### config.mk
export PLATFORM = sky130hd
export DESIGN_NAME = uart_rx_word_packer
export DESIGN_NICKNAME = d
export VERILOG_FILES = /design/src/rtl/uart_rx_word_packer.sv
export SDC_FILE = /design/constraint.sdc
export NUM_CORES = 1
export LEC_CHECK = 0
export BUFFER_PORTS_ARGS = -buffer_cell sky130_fd_sc_hd__buf_2
export CAP_MARGIN = 20
export CELL_PAD_IN_SITES_DETAIL_PLACEMENT = 1
export CELL_PAD_IN_SITES_GLOBAL_PLACEMENT = 1
export CORE_AREA = 2 2 153 155
export DETAILED_ROUTE_END_ITERATION = 10
export DIE_AREA = 0 0 155 157
export GPL_TIMING_DRIVEN = 0
export HOLD_SLACK_MARGIN = 0.06
export PLACE_DENSITY_LB_ADDON = 0.1
export RECOVER_POWER = 100
export SLEW_MARGIN = 30
export SYNTH_ARGS = -nofsm -noshare
export SYNTH_HDL_FRONTEND = slang
export SYNTH_SLANG_ARGS = --single-unit
### constraint.sdc
create_clock -name clk -period 5.8 [get_ports clk]
set_clock_uncertainty 0.1 [all_clocks]
set_input_delay 1.16 -clock clk [delete_from_list [all_inputs] [get_ports clk]]
set_output_delay 1.16 -clock clk [all_outputs]
set_load 0.03 [all_outputs]
### src/rtl/uart_rx_word_packer.sv
// UART 8N1 receiver that packs bytes into WORD_BYTES-wide AXI-Stream words, first byte in the MSBs.
// Define UART_RX_TIMEOUT_EN to discard a partial word after TIMEOUT_BITS idle bit-times.
//
// state   | meaning
// --------+-------------------------------------------------------------
// IDLE    | line idle, waiting for a synced falling edge
// START   | half a bit into the start bit; confirm low or reject glitch
// DATA    | sampling 8 data bits at bit centre, LSB first
// STOP    | sampling stop bit; high = byte good, low = framing error
// BREAK   | framing error seen; wait for the line to return high
module uart_rx_word_packer #(
    parameter int CLK_HZ       = 100_000_000,
    parameter int BAUD         = 115_200,
    parameter int OVERSAMPLE   = 16,
    parameter int WORD_BYTES   = 8,
    parameter int TIMEOUT_BITS = 32
) (
    input  logic                    clk,
    input  logic                    rst_n,
    input  logic                    RsRx,
    output logic [8*WORD_BYTES-1:0] m_axis_tdata,
    output logic                    m_axis_tvalid,
    input  logic                    m_axis_tready,
    output logic                    frame_err,
    output logic                    overrun
);

    localparam int TW    = 8 * WORD_BYTES;
    localparam int SW    = TW - 8;
    localparam int DIV   = (CLK_HZ + (BAUD * OVERSAMPLE) / 2) / (BAUD * OVERSAMPLE);
    localparam int DIV_W = (DIV > 1) ? $clog2(DIV) : 1;
    localparam int OS_W  = $clog2(OVERSAMPLE);
    localparam int CNT_W = (WORD_BYTES > 1) ? $clog2(WORD_BYTES) : 1;

    localparam logic [DIV_W-1:0] DIV_LAST = DIV_W'(DIV - 1);
    localparam logic [OS_W-1:0]  OS_FULL  = OS_W'(OVERSAMPLE - 1);
    localparam logic [OS_W-1:0]  OS_HALF  = OS_W'(OVERSAMPLE / 2 - 1);
    localparam logic [CNT_W-1:0] CNT_LAST = CNT_W'(WORD_BYTES - 1);

    localparam logic [2:0] S_IDLE  = 3'd0;
    localparam logic [2:0] S_START = 3'd1;
    localparam logic [2:0] S_DATA  = 3'd2;
    localparam logic [2:0] S_STOP  = 3'd3;
    localparam logic [2:0] S_BREAK = 3'd4;

    logic [1:0]       rst_sync;
    logic             rst_int_n;
    logic             rx_meta;
    logic             rx_sync;
    logic             rx_prev;
    logic             start_edge;
    logic [DIV_W-1:0] div_cnt;
    logic             tick;
    logic [2:0]       state;
    logic [OS_W-1:0]  os_cnt;
    logic [2:0]       bit_idx;
    logic [7:0]       rx_byte;
    logic             sample_evt;
    logic             byte_done;
    logic [SW-1:0]    sr;
    logic [CNT_W-1:0] byte_cnt;
    logic             flush;

    // Assert passes straight through; release is delayed two clocks to stay synchronous.
    always_ff @(posedge clk or negedge rst_n) begin
        if (!rst_n) rst_sync <= 2'b00;
        else        rst_sync <= {rst_sync[0], 1'b1};
    end
    assign rst_int_n = rst_sync[1];

    always_ff @(posedge clk or negedge rst_int_n) begin
        if (!rst_int_n) begin
            rx_meta <= 1'b1;
            rx_sync <= 1'b1;
            rx_prev <= 1'b1;
        end else begin
            rx_meta <= RsRx;
            rx_sync <= rx_meta;
            rx_prev <= rx_sync;
        end
    end

    assign start_edge = (state == S_IDLE) && rx_prev && !rx_sync;

    always_ff @(posedge clk or negedge rst_int_n) begin
        if (!rst_int_n)                   div_cnt <= DIV_LAST;
        else if (start_edge)              div_cnt <= DIV_LAST;
        else if (div_cnt == DIV_W'(0))    div_cnt <= DIV_LAST;
        else                              div_cnt <= div_cnt - DIV_W'(1);
    end
    assign tick = (div_cnt == DIV_W'(0));

    assign sample_evt = tick && (os_cnt == OS_W'(0));
    assign byte_done  = (state == S_STOP) && sample_evt && rx_sync;

    always_ff @(posedge clk or negedge rst_int_n) begin
        if (!rst_int_n) begin
            state     <= S_IDLE;
            os_cnt    <= OS_HALF;
            bit_idx   <= 3'd0;
            rx_byte   <= 8'd0;
            frame_err <= 1'b0;
        end else begin
            frame_err <= 1'b0;
            case (state)
                S_IDLE: begin
                    if (start_edge) begin
                        state  <= S_START;
                        os_cnt <= OS_HALF;
                    end
                end
                S_START: begin
                    if (sample_evt) begin
                        os_cnt  <= OS_FULL;
                        bit_idx <= 3'd0;
                        state   <= rx_sync ? S_IDLE : S_DATA;
                    end else if (tick) begin
                        os_cnt <= os_cnt - OS_W'(1);
                    end
                end
                S_DATA: begin
                    if (sample_evt) begin
                        rx_byte <= {rx_sync, rx_byte[7:1]};
                        os_cnt  <= OS_FULL;
                        if (bit_idx == 3'd7) state <= S_STOP;
                        else                 bit_idx <= bit_idx + 3'd1;
                    end else if (tick) begin
                        os_cnt <= os_cnt - OS_W'(1);
                    end
                end
                S_STOP: begin
                    if (sample_evt) begin
                        if (rx_sync) begin
                            state <= S_IDLE;
                        end else begin
                            frame_err <= 1'b1;
                            state     <= S_BREAK;
                        end
                    end else if (tick) begin
                        os_cnt <= os_cnt - OS_W'(1);
                    end
                end
                S_BREAK: begin
                    if (rx_sync) state <= S_IDLE;
                end
                default: state <= S_IDLE;
            endcase
        end
    end

`ifdef UART_RX_TIMEOUT_EN
    localparam int IB_W = $clog2(TIMEOUT_BITS + 1);

    logic [OS_W-1:0] idle_os;
    logic [IB_W-1:0] idle_bits;

    // Counts whole bit-times of idle line; saturates at zero once the timeout has fired.
    always_ff @(posedge clk or negedge rst_int_n) begin
        if (!rst_int_n) begin
            idle_os   <= OS_FULL;
            idle_bits <= IB_W'(TIMEOUT_BITS);
        end else if (state != S_IDLE || start_edge) begin
            idle_os   <= OS_FULL;
            idle_bits <= IB_W'(TIMEOUT_BITS);
        end else if (tick) begin
            if (idle_os == OS_W'(0)) begin
                idle_os <= OS_FULL;
                if (idle_bits != IB_W'(0)) idle_bits <= idle_bits - IB_W'(1);
            end else begin
                idle_os <= idle_os - OS_W'(1);
            end
        end
    end

    assign flush = (state == S_IDLE) && !start_edge && tick && (idle_os == OS_W'(0)) &&
                   (idle_bits == IB_W'(1)) && (byte_cnt != CNT_W'(0));
`else
    assign flush = 1'b0;
`endif

    // The receiver never stalls: a completed word with the output still held is dropped.
    always_ff @(posedge clk or negedge rst_int_n) begin
        if (!rst_int_n) begin
            sr            <= '0;
            byte_cnt      <= '0;
            m_axis_tdata  <= '0;
            m_axis_tvalid <= 1'b0;
            overrun       <= 1'b0;
        end else begin
            overrun <= 1'b0;
            if (m_axis_tvalid && m_axis_tready) m_axis_tvalid <= 1'b0;
            if (byte_done) begin
                if (byte_cnt == CNT_LAST) begin
                    byte_cnt <= '0;
                    sr       <= '0;
                    if (!m_axis_tvalid || m_axis_tready) begin
                        m_axis_tdata  <= {sr, rx_byte};
                        m_axis_tvalid <= 1'b1;
                    end else begin
                        overrun <= 1'b1;
                    end
                end else begin
                    sr       <= SW'({sr, rx_byte});
                    byte_cnt <= byte_cnt + CNT_W'(1);
                end
            end else if (flush) begin
                sr       <= '0;
                byte_cnt <= '0;
            end
        end
    end

endmodule
==> metrics.txt, run 1 <==
# TYPE chip_impl_metric gauge
chip_impl_metric{name="number_of_enable_type_register_cells_in_the_synthesized_netlist",unit=""} 0
chip_impl_info{name="crit_chain",value="inv_1 > ha_1 > or3b_1 > clkbuf_1 > nor3_1 > nand4_1 > clkbuf_1 > mux2_1"} 1
chip_impl_metric{name="clock_buffer_count_from_cts",unit=""} 17
chip_impl_info{name="violations",value="max-capacitance violations, max-slew violations"} 1
chip_impl_metric{name="postCtsResizedCells",unit=""} 0
chip_impl_metric{name="port_buffers",unit=""} 70
chip_impl_metric{name="postRouteWirelength",unit="mm"} 14.56
chip_impl_metric{name="worst_max_slew_pin_slew",unit="ns"} 2.139
chip_impl_metric{name="floorplan.initialDensity",unit="%"} 29.89
chip_impl_metric{name="asyncSetResetFlopFracSynth",unit="%"} 100.0
chip_impl_metric{name="leakagePower",unit="nW"} 3.861
chip_impl_info{name="worst_setup_path_endpoint",value="m_axis_tdata[56]"} 1
chip_impl_metric{name="grt_antenna_before_repair",unit=""} 0
chip_impl_info{name="critPathLaunch",value="div_cnt[1]"} 1
chip_impl_metric{name="yosys.cell_types.count",unit=""} 42
chip_impl_metric{name="top_level_ports",unit=""} 71
chip_impl_metric{name="layout_net_count",unit=""} 563
chip_impl_metric{name="cts-htree-levels",unit=""} 4
chip_impl_metric{name="postSynthAreaPerCell",unit="um2"} 14.62
chip_impl_metric{name="wl_per_cell",unit="um"} 17.15
chip_impl_metric{name="clock_sinks",unit=""} 155
chip_impl_metric{name="post_route_minimum_period",unit="ns"} 3.573
chip_impl_metric{name="areaGrowthSynthToFinish",unit="%"} 14.72
chip_impl_metric{name="post_cts.repair.setup_buffers",unit=""} 0
chip_impl_metric{name="clock_tree.buffer_depth",unit=""} 2
chip_impl_metric{name="holdBufCountCts",unit=""} 0
chip_impl_metric{name="drt_iter0_markers",unit=""} 99
chip_impl_info{name="layout_commonest_cell",value="sky130_fd_sc_hd__dfrtp_1"} 1
chip_impl_info{name="worstSetupPathType",value="reg -> reg"} 1
chip_impl_info{name="final_cell_mix",value="145 x sky130_fd_sc_hd__dfrtp_1, 95 x sky130_fd_sc_hd__clkbuf_1, 73 x sky130_fd_sc_hd__mux2_2"} 1
chip_impl_metric{name="grt-ovfl-total",unit=""} 0
chip_impl_metric{name="remaining_design_rule_violation_count",unit=""} 0
chip_impl_metric{name="post-route-period-util",unit="%"} 61.60
chip_impl_metric{name="die_width",unit="um"} 155
chip_impl_metric{name="utilization_after_layout",unit="%"} 34.28
chip_impl_info{name="dominantRegCellSynth",value="sky130_fd_sc_hd__dfrtp_1"} 1
chip_impl_metric{name="first_pass_iters",unit=""} 4
chip_impl_metric{name="max_clock_freq",unit="MHz"} 279.9
chip_impl_info{name="grt_setup_unrepaired",value="false"} 1
chip_impl_info{name="start_kind",value="flip-flop"} 1
chip_impl_metric{name="placer_congestion",unit=""} 0.7341
chip_impl_metric{name="r2r_cells",unit=""} 8
chip_impl_metric{name="r2r_slack",unit="ns"} 2.23
chip_impl_info{name="synthDominantAreaCellType",value="sky130_fd_sc_hd__dfrtp_1"} 1
chip_impl_metric{name="powerDensity",unit="nW/um2"} 320.5
chip_impl_info{name="cts_tree",value="yes"} 1
chip_impl_info{name="cp_common_cell",value="sky130_fd_sc_hd__clkbuf_1"} 1
chip_impl_metric{name="synth_top_area_share",unit="%"} 53.95
chip_impl_info{name="run_status",value="finished with violations"} 1
chip_impl_metric{name="slew_headroom",unit="%"} -42.63
chip_impl_metric{name="num_vias",unit=""} 3852
chip_impl_metric{name="worst_skew_pair.late_latency",unit="ns"} 0.41
chip_impl_metric{name="setup_viol",unit=""} 0
chip_impl_metric{name="grt_start_max_net_pins",unit=""} 49
chip_impl_info{name="clock-root-buffer",value="sky130_fd_sc_hd__clkbuf_16"} 1
chip_impl_info{name="hold_class",value="reg -> reg"} 1
chip_impl_info{name="synth_area_leaders",value="sky130_fd_sc_hd__dfrtp_1 54%, sky130_fd_sc_hd__mux2_4 13%, sky130_fd_sc_hd__mux2_2 12%"} 1
chip_impl_metric{name="path_clk_slew",unit="ns"} 0.06
chip_impl_metric{name="worst_path_arrival_time",unit="ns"} 3.77
chip_impl_metric{name="final_antenna_net_count",unit=""} 0
chip_impl_metric{name="required_arrival_time_at_the_worst_endpoint",unit="ns"} 5.99
chip_impl_metric{name="wire_length_of_the_first_global_routing_pass",unit="mm"} 24.30
chip_impl_metric{name="drv_cap",unit=""} 1
chip_impl_metric{name="n_antenna_cell",unit=""} 0
chip_impl_info{name="r2r_end",value="m_axis_tdata[56]"} 1
chip_impl_metric{name="portion_of_the_post_synthesis_area_used_by_sequential_elements",unit="%"} 57.86
chip_impl_metric{name="fp.dieArea",unit="um2"} 24340
chip_impl_info{name="worst_r2r_startpoint",value="div_cnt[1]"} 1
chip_impl_metric{name="synthCells",unit=""} 460
chip_impl_metric{name="max_stage_delay",unit="ns"} 0.68
chip_impl_metric{name="holdWs",unit="ns"} 0.2545
chip_impl_metric{name="drive_above_1_share",unit="%"} 22.34
chip_impl_metric{name="grt.total_usage",unit="%"} 12.83
chip_impl_metric{name="core_region_area",unit="um2"} 22500
chip_impl_metric{name="die-height",unit="um"} 157
chip_impl_metric{name="ir_drop",unit="uV"} 176.8
chip_impl_metric{name="slew_viol_final",unit=""} 32
chip_impl_metric{name="synth-warning-count",unit=""} 0
chip_impl_info{name="worst_path_max_delay_cell",value="sky130_fd_sc_hd__nand4_1"} 1
chip_impl_metric{name="finalHoldViolCount",unit=""} 0
chip_impl_info{name="cp-end-kind",value="flip-flop"} 1
chip_impl_metric{name="synth.ff_latch_count",unit=""} 155
chip_impl_metric{name="mappedNetlistNets",unit=""} 471
chip_impl_metric{name="synth.cell_area",unit="um2"} 6725
chip_impl_metric{name="rows",unit=""} 55
chip_impl_metric{name="detailed_place_hpwl",unit="mm"} 10.22
chip_impl_metric{name="via_count_of_the_first_global_routing_pass",unit=""} 4296
chip_impl_metric{name="avgViaCountPerCell",unit=""} 4.537
chip_impl_metric{name="cp_max_fo",unit=""} 10
## sequential cells by signal (all words and copies together), names as in the netlist
register	cells
sr	56
div_cnt	6
overrun	1
m_axis_tdata	64
rx_meta	1
rx_byte	8
state	3
rst_sync	2
rx_prev	1
bit_idx	3
byte_cnt	3
m_axis_tvalid	1
rx_sync	1
frame_err	1
os_cnt	4
## report_power, final
part | internal, mW | switching (mW) | total [mW]
Sequential | 1.12 | 0.0276 | 1.15
Combinational | 0.0729 | 0.118 | 0.191
Clock | 0.686 | 0.444 | 1.13
Total | 1.88 | 0.590 | 2.47
## critical path: cells and delay by family, from the launching register on
kind / cells / cell delay [ns]
adder cells (fa/ha/maj): 1 / 0.17
buffers and inverters: 3 / 0.81
flip-flops: 1 / 0.39
multiplexers: 1 / 0.43
AND/OR/NAND/NOR: 3 / 1.55
## cell usage after synthesis (all sizes together) (3+ instances only)
cell / count
buf: 13
clkbuf: 11
dfrtp: 145
dfstp: 10
ha: 7
inv: 8
mux2: 133
nand2: 6
nand2b: 3
nand3: 5
nor2: 10
nor2b: 57
nor3: 6
o21ai: 5
o31ai: 3
or2: 3
or3: 4
or3b: 3
## per-layer routing
layer / vias up / global-route usage [%] / wire length [um]
met5: - / 0 / 0
met4: 0 / 3.042 / 115
met3: 10 / 3.139 / 485
met2: 59 / 20.44 / 6879
met1: 2008 / 17.66 / 7078
li1: 1775 / - / -
## worst min-delay path by stage
| stage | endpoint | start | slack [ns] | depth (start not counted) |
|---|---|---|---|---|
| 2_1_floorplan | rst_sync[1] | rst_sync[0] | 0.23 | 0 |
| 3_3_place_gp | rst_sync[1] | rst_sync[0] | 0.24 | 0 |
| 3_5_place_dp | bit_idx[1] | rst_sync[1] | 0.18 | 0 |
| 4_1_cts | bit_idx[1] | rst_sync[1] | 0.18 | 0 |
| 5_1_grt | rst_sync[1] | rst_sync[0] | 0.26 | 0 |
| 6_report | rst_sync[1] | rst_sync[0] | 0.25 | 0 |
## logic make-up after synthesis
kind of cell,after synthesis,synth area share (%)
xor+xnor,4,0.5210
flops,155,57.86
buf+inv,32,2.586
mux,133,25.62
compound gates,24,2.642
fa+ha+maj,7,1.302
other cells,1,0.05576
simple gates,104,9.414
## area by class of cell
cell class,instances,area (um2)
Fill cell,2434,14790
Multi-Input combinational cell,273,2431
Buffer,24,90.09
Inverter,8,30.03
Clock inverter,11,145.1
Sequential cell,155,3891
Timing Repair Buffer,73,324.1
Clock buffer,20,446.7
Tap cell,285,356.6
## metrics by stage
stage / area [um2] / setup TNS [ns] / power (mW) / cells / setup WS, ns
6_report: 7715 / 0 / 2.472 / 849 / 2.227
4_1_cts: 8103 / 0 / 2.523 / 849 / 3.127
2_1_floorplan: 6725 / 0 / 1.312 / 460 / 1.079
3_5_place_dp: 7511 / 0 / 1.370 / 818 / 3.143
5_1_grt: 7715 / 0 / 2.592 / 849 / 1.991
3_3_place_gp: 7432 / -133.87 / 1.353 / 815 / -0.9498
Power figures use the tool's default switching activity.
==> run 2: changes to the inputs <==
Clock period 5.8 ns to 3.1 ns, I/O delays scaled along.
==> run 2 against run 1 <==
  * The run now ends clean
  * First-iteration DRC count is 96% higher
  * Combinational power is 90% higher
  * Wire length is 1.0% lower
==> metrics.txt, run 2 (synthesis results as in run 1) <==
# TYPE chip_impl_metric gauge
chip_impl_info{name="cp-end-kind",value="flip-flop"} 1
chip_impl_info{name="clock-root-buffer",value="sky130_fd_sc_hd__clkbuf_16"} 1
chip_impl_metric{name="detailed_place_hpwl",unit="mm"} 10.25
chip_impl_metric{name="drive_above_1_share",unit="%"} 25.27
chip_impl_metric{name="clock_tree.buffer_depth",unit=""} 2
chip_impl_metric{name="rows",unit=""} 55
chip_impl_metric{name="clock_sinks",unit=""} 155
chip_impl_metric{name="fp.dieArea",unit="um2"} 24340
chip_impl_metric{name="post_dp_cell_area",unit="um2"} 7511
chip_impl_metric{name="num_vias",unit=""} 3831
chip_impl_metric{name="grt_start_max_net_pins",unit=""} 45
chip_impl_metric{name="worst_max_slew_pin_slew",unit="ns"} 1.308
chip_impl_info{name="layout_commonest_cell",value="sky130_fd_sc_hd__dfrtp_1"} 1
chip_impl_metric{name="finalHoldViolCount",unit=""} 0
chip_impl_metric{name="port_buffers",unit=""} 70
chip_impl_metric{name="leakagePower",unit="nW"} 3.960
chip_impl_metric{name="utilization_after_layout",unit="%"} 34.97
chip_impl_metric{name="n_antenna_cell",unit=""} 0
chip_impl_metric{name="worst_path_arrival_time",unit="ns"} 2.94
chip_impl_info{name="regMostFlops",value="m_axis_tdata"} 1
chip_impl_metric{name="placer_congestion",unit=""} 0.7126
chip_impl_metric{name="ir_drop",unit="uV"} 321.0
chip_impl_info{name="hold_class",value="in -> reg"} 1
chip_impl_metric{name="largest_register_ff_count",unit=""} 64
chip_impl_metric{name="avgViaCountPerCell",unit=""} 4.502
chip_impl_metric{name="cp_max_fo",unit=""} 10
chip_impl_info{name="grt_setup_unrepaired",value="false"} 1
chip_impl_metric{name="powerDensity",unit="nW/um2"} 613.2
chip_impl_metric{name="slew_headroom",unit="%"} 12.81
chip_impl_metric{name="setup_viol",unit=""} 0
chip_impl_metric{name="wire_length_of_the_first_global_routing_pass",unit="mm"} 23.85
chip_impl_info{name="biggestRegsByFlops",value="m_axis_tdata x64, sr x56, rx_byte x8"} 1
chip_impl_metric{name="worst_skew_pair.late_latency",unit="ns"} 0.42
chip_impl_metric{name="grt.total_usage",unit="%"} 12.80
chip_impl_metric{name="die-height",unit="um"} 157
chip_impl_info{name="run_status",value="finished, final reports clean"} 1
chip_impl_metric{name="finish.instance_area",unit="um2"} 7870
chip_impl_metric{name="wl_per_cell",unit="um"} 16.94
chip_impl_metric{name="remaining_design_rule_violation_count",unit=""} 0
chip_impl_metric{name="drt_iter0_markers",unit=""} 194
chip_impl_info{name="start_kind",value="flip-flop"} 1
chip_impl_metric{name="postRouteWirelength",unit="mm"} 14.41
chip_impl_metric{name="core_region_area",unit="um2"} 22500
chip_impl_metric{name="required_arrival_time_at_the_worst_endpoint",unit="ns"} 3.30
chip_impl_metric{name="top_level_ports",unit=""} 71
chip_impl_metric{name="max_clock_freq",unit="MHz"} 364.0
chip_impl_metric{name="cts-htree-levels",unit=""} 4
chip_impl_metric{name="via_count_of_the_first_global_routing_pass",unit=""} 4156
chip_impl_metric{name="final_antenna_net_count",unit=""} 0
chip_impl_metric{name="floorplan.initialDensity",unit="%"} 29.89
chip_impl_info{name="worstSetupPathType",value="reg -> reg"} 1
chip_impl_info{name="cts_tree",value="yes"} 1
chip_impl_metric{name="post-route-period-util",unit="%"} 88.61
chip_impl_metric{name="first_pass_iters",unit=""} 4
chip_impl_metric{name="drv_cap",unit=""} 0
chip_impl_metric{name="grt_antenna_before_repair",unit=""} 0
chip_impl_metric{name="clock_buffer_count_from_cts",unit=""} 17
chip_impl_metric{name="slew_viol_final",unit=""} 0
chip_impl_metric{name="die_width",unit="um"} 155
chip_impl_metric{name="areaGrowthSynthToFinish",unit="%"} 17.02
chip_impl_info{name="final_cell_mix",value="145 x sky130_fd_sc_hd__dfrtp_1, 81 x sky130_fd_sc_hd__clkbuf_1, 73 x sky130_fd_sc_hd__mux2_2"} 1
chip_impl_metric{name="layout_net_count",unit=""} 564
chip_impl_metric{name="post_route_minimum_period",unit="ns"} 2.747
chip_impl_metric{name="grt-ovfl-total",unit=""} 0
chip_impl_metric{name="path_clk_slew",unit="ns"} 0.06
run 2: changes by cell type in the layout (fill, tap and decap cells not counted), sizes merged, moves of 2 or more:
cell | previous run | this run
buf | 4 | 15
clkbuf | 113 | 101
inv | 9 | 11
bufinv | 3 | 5
run 2: path summary, 6_finish.rpt:
check | startpoint | to | slack [ns] | depth (start not counted)
min | RsRx | rx_meta | 0.20 | 1
min reg2reg | rx_meta | rx_sync | 0.26 | 0
min in group asynchronous | rst_n | rst_sync[1] | 0.42 | 2
max | div_cnt[0] | m_axis_tdata[58] | 0.35 | 8
max in group asynchronous | rst_sync[1] | sr[36] | 0.59 | 2
max reg2reg | div_cnt[0] | m_axis_tdata[58] | 0.35 | 8
run 2: what timing repair did:
| action | CTS | global route |
|---|---|---|
| gates resized for setup | 0 | 0 |
| hold endpoints to repair | 2 | 0 |
| buffers inserted | 0 | 0 |
| hold buffers | 1 | 0 |
run 2: metal layers:
layer  global-route usage [%]  share of wire (%)  vias up
met2                    20.06                 47       55
met5                        0                  0        -
li1                         -                  -     1781
met4                    4.101               0.97        0
met1                    17.49                 49     1985
met3                    3.139                2.8       10
run 2: critical path: stages (launching register included):
cell and delay [ns]:
sky130_fd_sc_hd__dfstp_1 0.38, sky130_fd_sc_hd__inv_1 0.06, sky130_fd_sc_hd__ha_1 0.17, sky130_fd_sc_hd__or3b_1 0.35, sky130_fd_sc_hd__clkbuf_1 0.27, sky130_fd_sc_hd__nor3_4 0.35
sky130_fd_sc_hd__nand4_4 0.33, sky130_fd_sc_hd__buf_6 0.29, sky130_fd_sc_hd__mux2_1 0.33
run 2: final cells by class:
type | count | area (um2)
Fill cell | 2410 | 14630
Timing Repair Buffer | 74 | 335.3
Tap cell | 285 | 356.6
Clock inverter | 13 | 214.0
Buffer | 24 | 142.6
Clock buffer | 19 | 442.9
Sequential cell | 155 | 3891
Multi-Input combinational cell | 273 | 2457
Inverter | 8 | 30.03
run 2: power breakdown:
part | leakage [nW] | internal (mW) | switching (mW)
sequential | 2.12 | 2.10 | 0.0519
combinational | 1.53 | 0.137 | 0.225
clock | 0.315 | 1.46 | 0.850
total | 3.96 | 3.70 | 1.13
run 2: per-stage QoR:
stage | power (mW) | setup TNS [ns] | std cells | worst slack [ns] | hold WS, ns
global route | 5.078 | 0 | 851 | 0.1646 | 0.1704
floorplan | 2.455 | 0 | 460 | 0.4414 | 0.2244
detailed placement | 2.564 | 0 | 818 | 0.4552 | 0.1915
finish | 4.826 | 0 | 851 | 0.3530 | 0.1978
global placement | 2.534 | -91.37 | 815 | -0.6515 | 0.2383
CTS | 4.919 | 0 | 851 | 0.4418 | 0.1708
